## src/rtl/serial_fadd_ctrl.sv

```systemverilog
// -----------------------------------------------------------------------------
// serial_fadd_ctrl
//
// Bit-serial adder controller. A single 1-bit full adder is time-multiplexed
// across NBITS-bit operands, one bit per cycle, LSB first. An operation is
// accepted through a val/rdy handshake, computed over NBITS cycles, and the
// result is presented through a second val/rdy handshake.
//
// Ports:
//   clk       rising-edge clock
//   reset     synchronous, active-low reset
//   in_val    requester has a valid operation
//   in_rdy    block can accept an operation (high only in IDLE)
//   in_a      operand A, sampled on the input-transfer edge
//   in_b      operand B, sampled on the input-transfer edge
//   in_cin    carry-in, sampled on the input-transfer edge
//   out_val   result valid (high only in DONE)
//   out_rdy   consumer accepts the result
//   out_sum   (in_a + in_b + in_cin) mod 2^NBITS
//   out_cout  carry-out of the NBITS-bit add
// -----------------------------------------------------------------------------
module serial_fadd_ctrl #(
    parameter int NBITS = 8
) (
    input  logic             clk,
    input  logic             reset,
    input  logic             in_val,
    output logic             in_rdy,
    input  logic [NBITS-1:0] in_a,
    input  logic [NBITS-1:0] in_b,
    input  logic             in_cin,
    output logic             out_val,
    input  logic             out_rdy,
    output logic [NBITS-1:0] out_sum,
    output logic             out_cout
);

    // Counter only has to reach NBITS-1; keep at least one bit for NBITS==1.
    localparam int CW = (NBITS > 1) ? $clog2(NBITS) : 1;
    localparam logic [CW-1:0] LAST_BIT = CW'(NBITS - 1);

    typedef enum logic [1:0] {
        IDLE = 2'd0,
        CALC = 2'd1,
        DONE = 2'd2
    } state_t;

    state_t state;
    state_t state_next;

    logic             load;
    logic             shift;
    logic [NBITS-1:0] a_reg;
    logic [NBITS-1:0] b_reg;
    logic [NBITS-1:0] sum_reg;
    logic [NBITS-1:0] sum_shifted;
    logic             carry;
    logic [CW-1:0]    count;
    logic             fa_sum;
    logic             fa_cout;

    // -------------------------------------------------------------------------
    // State register
    // -------------------------------------------------------------------------
    // NOTE: sequential state uses non-blocking assignments so every flop
    // samples pre-edge values regardless of block ordering.
    always_ff @(posedge clk) begin
        if (!reset) begin
            state <= IDLE;
        end else begin
            state <= state_next;
        end
    end

    // -------------------------------------------------------------------------
    // Next-state and handshake decode. Handshake outputs depend on state only.
    // -------------------------------------------------------------------------
    // NOTE: every output of this block gets a default first, so no path
    // through the case leaves a signal unassigned and no latch is inferred.
    always_comb begin
        state_next = state;
        in_rdy     = 1'b0;
        out_val    = 1'b0;
        load       = 1'b0;
        shift      = 1'b0;
        case (state)
            IDLE: begin
                in_rdy = 1'b1;
                if (in_val) begin
                    load       = 1'b1;
                    state_next = CALC;
                end
            end
            CALC: begin
                shift = 1'b1;
                if (count == LAST_BIT) begin
                    state_next = DONE;
                end
            end
            DONE: begin
                out_val = 1'b1;
                if (out_rdy) begin
                    state_next = IDLE;
                end
            end
            default: begin
                state_next = IDLE;
            end
        endcase
    end

    // -------------------------------------------------------------------------
    // The shared full adder works on the current LSBs and the carry flop.
    // -------------------------------------------------------------------------
    assign fa_sum  = a_reg[0] ^ b_reg[0] ^ carry;
    assign fa_cout = (a_reg[0] & b_reg[0]) | (carry & (a_reg[0] ^ b_reg[0]));

    // New sum bit enters at the MSB; after NBITS shifts the first (LSB) result
    // bit has walked down to bit 0. Written as shift-then-overwrite so it
    // stays legal for NBITS==1.
    always_comb begin
        sum_shifted            = sum_reg >> 1;
        sum_shifted[NBITS-1]   = fa_sum;
    end

    // -------------------------------------------------------------------------
    // Datapath registers
    // -------------------------------------------------------------------------
    // NOTE: operand registers are reset as well; they are few flops and this
    // keeps simulation free of X on the adder inputs before the first load.
    always_ff @(posedge clk) begin
        if (!reset) begin
            a_reg   <= '0;
            b_reg   <= '0;
            sum_reg <= '0;
            carry   <= 1'b0;
            count   <= '0;
        end else if (load) begin
            a_reg <= in_a;
            b_reg <= in_b;
            carry <= in_cin;
            count <= '0;
        end else if (shift) begin
            a_reg   <= a_reg >> 1;
            b_reg   <= b_reg >> 1;
            sum_reg <= sum_shifted;
            carry   <= fa_cout;
            count   <= count + 1'b1;
        end
    end

    assign out_sum  = sum_reg;
    assign out_cout = carry;

endmodule
```

## config.mk

```make
export PLATFORM = sky130hd
export DESIGN_NAME = serial_fadd_ctrl
export DESIGN_NICKNAME = d
export VERILOG_FILES = /design/src/rtl/serial_fadd_ctrl.sv
export SDC_FILE = /design/constraint.sdc
export NUM_CORES = 1
export LEC_CHECK = 0
export CORE_MARGIN = 3
export CORE_UTILIZATION = 50
export CTS_CLUSTER_DIAMETER = 30
export DETAILED_ROUTE_END_ITERATION = 12
export GPL_TIMING_DRIVEN = 0
export PLACE_DENSITY = 0.85
export SETUP_SLACK_MARGIN = 0.4
export SLEW_MARGIN = 20
export SYNTH_ARGS = -nofsm -noshare
export SYNTH_HDL_FRONTEND = slang
export SYNTH_SLANG_ARGS = --single-unit
export TNS_END_PERCENT = 20
```

## constraint.sdc

```tcl
create_clock -name clk -period 1.8 [get_ports clk]
set_input_delay 0.36 -clock clk [delete_from_list [all_inputs] [get_ports clk]]
set_output_delay 0.36 -clock clk [all_outputs]
set_load 0.1 [all_outputs]
```

==> impl_metrics.py <==
metrics = {
    "floorplanning": {
        "dieArea_um2": 3260,
        "rows": 17,
        "core_um2": 2340,
        "start_util_pct": 55.9,
        "io_pins": 32,
        "die_h_um": 57.1,
        "fp.dieW_um": 57.1,
    },
    "clock_tree": {
        "hold_buffers": 0,
        "clock_path_buffers": 2,
        "htreeDepth": 2,
        "cts_buffers": 5,
        "clock_latency_ns": 0.32,
        "tritoncts": "built",
        "clock-root-buffer": "clkbuf_4",
        "cts_sinks": 30,
        "cts.clk_slew.worst_paths_ns": 0.08,
    },
    "sta": {
        "worst_slew_pin_slew_ns": 0.582,
        "setup_viol": 0,
        "maxSlewViolCount": 0,
        "fmax_ghz": 0.673,
        "finalHoldViolations": 0,
        "fin_crit_sh_pct": 82.5,
        "max_slew_margin_pct": 61.2,
        "fin_skew_ns": 0.00573,
        "finalSetupTns_ns": 0,
        "rsz0062_at_grt": "true",
        "fin_crit_ns": 1.49,
    },
    "global_routing": {
        "grt_pass1_wl_mm": 4.88,
        "first_global_vias": 1165,
        "grt_start_max_net_pins": 11,
        "overflow": 0,
        "grtUsageTotal_pct": 18.8,
        "antenna_found_initial": 0,
    },
    "route": {
        "vias": 1275,
        "drt_iter0_drc": 33,
        "antenna_left": 0,
        "wl_per_cell_um": 14.8,
        "drc_errors": 0,
        "drtPass1Iterations": 4,
        "wirelength_mm": 3.31,
        "vias_per_cell": 5.72,
    },
    "synthesis": {
        "syn_nets": 180,
        "synthCells": 156,
        "synth_top_area_share_pct": 45.9,
        "synthFlopType": "dfxtp_1",
        "avgSynthCellArea_um2": 8.38,
        "synthArstFlopShare_pct": 0,
        "synth_cell_types": 30,
        "synth_top_cell_by_area": "dfxtp_1",
        "seq_area_frac_synth_pct": 45.9,
        "ys_ff_latch": 30,
        "synth-edff-count": 0,
        "synth_area_leaders": "dfxtp_1 (46%), a21oi_1 (11%), nand2_1 (9.8%)",
        "syn_area_um2": 1310,
        "yosysWarnings": 0,
    },
    "setup_path": {
        "startpoint_type": "register",
        "cp.depth": 1,
        "slowest_stage": "buf_2",
        "required_ns": 1.44,
        "crit_type": "reg -> out",
        "r2r_cells": 6,
        "cp_num_buf_inv": 1,
        "cp.arrival_ns": 1.13,
        "critPathTopFamily": "buffers and inverters",
        "cp_cell_sequence": "buf_2",
        "critPathMaxFanout": 3,
        "end_kind": "primary output",
        "cpPeakStageDelay_ns": 0.44,
    },
    "power": {
        "ir_drop_v": 0.000567,
        "p_leak_uw": 0.000700,
        "p_switching_uw": 424,
        "switching_share_pct": 29.4,
        "clock_power_share_pct": 27.0,
        "p_per_area_nw_per_um2": 798,
        "seq_power_share_pct": 51.3,
        "combPwrFrac_pct": 21.6,
        "p_int_uw": 1020,
        "fin_total_pwr_uw": 1440,
    },
    "layout": {
        "multi_input_area_um2": 684,
        "fillCellCount": 170,
        "drive_gt1_share_pct": 23.6,
        "finalNetCount": 220,
        "antenna_cells": 0,
        "syn2layout_area_growth_pct": 38.2,
        "final-seq-area_um2": 604,
    },
    "place": {
        "dp_hpwl_mm": 2.16,
        "place_congestion": 0.803,
        "place.port_buffers": 30,
    },
    "flow_run": {
        "drv_cap": 0,
    },
    "outcome": {
        "outcome": "complete, no violations",
    },
    "min_path": {
        "min_path_cells": 3,
        "hp-class": "in -> reg",
    },
}
## logic make-up after synthesis
| logic type | Yosys count | synth area share [%] |
|---|---|---|
| buf+inv | 14 | 5.84 |
| fa+ha+maj | 3 | 3.44 |
| xor+xnor | 1 | 0.670 |
| simple gates | 48 | 17.2 |
| flops | 30 | 45.9 |
| compound gates | 60 | 26.9 |
## cell usage in the layout (no fill, tap or decap), types with 3 or more instances in the layout
cell type / n
clkbuf_1: 3
a21oi_1: 26
clkbuf_4: 7
o21ai_2: 6
clkdlybuf4s50_1: 18
buf_4: 8
dfxtp_2: 3
a21boi_1: 8
o21ai_1: 3
buf_2: 4
inv_1: 3
dfxtp_1: 27
buf_6: 4
nand2_1: 34
o22ai_1: 3
o21ai_0: 5
## synthesized netlist by cell type, types with 2 or more instances
cell type	count
a21boi_0	2
a21boi_1	8
a21oi_1	28
buf_2	4
buf_4	3
clkbuf_1	3
dfxtp_1	30
ha_1	2
inv_1	3
nand2_1	34
nand3_1	2
nor2_1	2
nor2b_1	2
o21ai_0	5
o21ai_1	8
o221ai_1	3
o22ai_1	3
or2b_1	2
## power by group through the flow
stage               clock network, uW  registers, uW  logic, uW
floorplan                           0            783        147
global placement                    0            747        268
CTS                               400            736        277
global route                      415            745        335
detailed placement                  0            750        276
finish                            390            740        312
## through the flow
| step | setup slack [ns] | instances | area, um^2 | hold WS (ns) | utilization, % |
|---|---|---|---|---|---|
| detailed placement | -0.374 | 214 | 1650 | 0.445 | 70.5 |
| global route | 0.276 | 223 | 1810 | 0.479 | 77.2 |
| floorplan | 0.0849 | 156 | 1310 | 0.429 | - |
| CTS | 0.308 | 221 | 1710 | 0.432 | 73.0 |
| global placement | -0.345 | 214 | 1650 | 0.436 | 70.5 |
| finish | 0.315 | 223 | 1810 | 0.457 | 77.2 |
## metal layers
metal / wire [um] / up-vias / GRT usage, %
li1: - / 618 / -
met1: 1360 / 593 / 20.8
met2: 1660 / 55 / 34.3
met3: 225 / 9 / 4.75
met4: 63 / 0 / 7.28
met5: 0 / - / 0
## final timing paths
| path | from | endpoint | slack [ns] |
|---|---|---|---|
| max | out_sum[7] | out_sum[7] | 0.31 |
| max reg2reg | state[1] | b_reg[5] | 0.32 |
| min reg2reg | b_reg[2] | b_reg[1] | 0.46 |
| min | reset | out_cout | 0.46 |
## what timing repair did
action,4_1_cts,5_1_grt
pin swaps,1,2
buffers inserted,1,1
endpoints found under the hold margin,0,0
gates cloned,0,1
gates resized for setup,73,21
setup endpoints to repair,26,32
## cell type report
cell class | instances | area share, %
Buffer | 11 | 4.64
Clock buffer | 6 | 2.84
Inverter | 3 | 0.623
Multi-Input combinational cell | 112 | 37.9
Sequential cell | 30 | 33.4
Tap cell | 28 | 1.94
Timing Repair Buffer | 33 | 18.6
No activity file was read; power rests on OpenSTA's default activity.
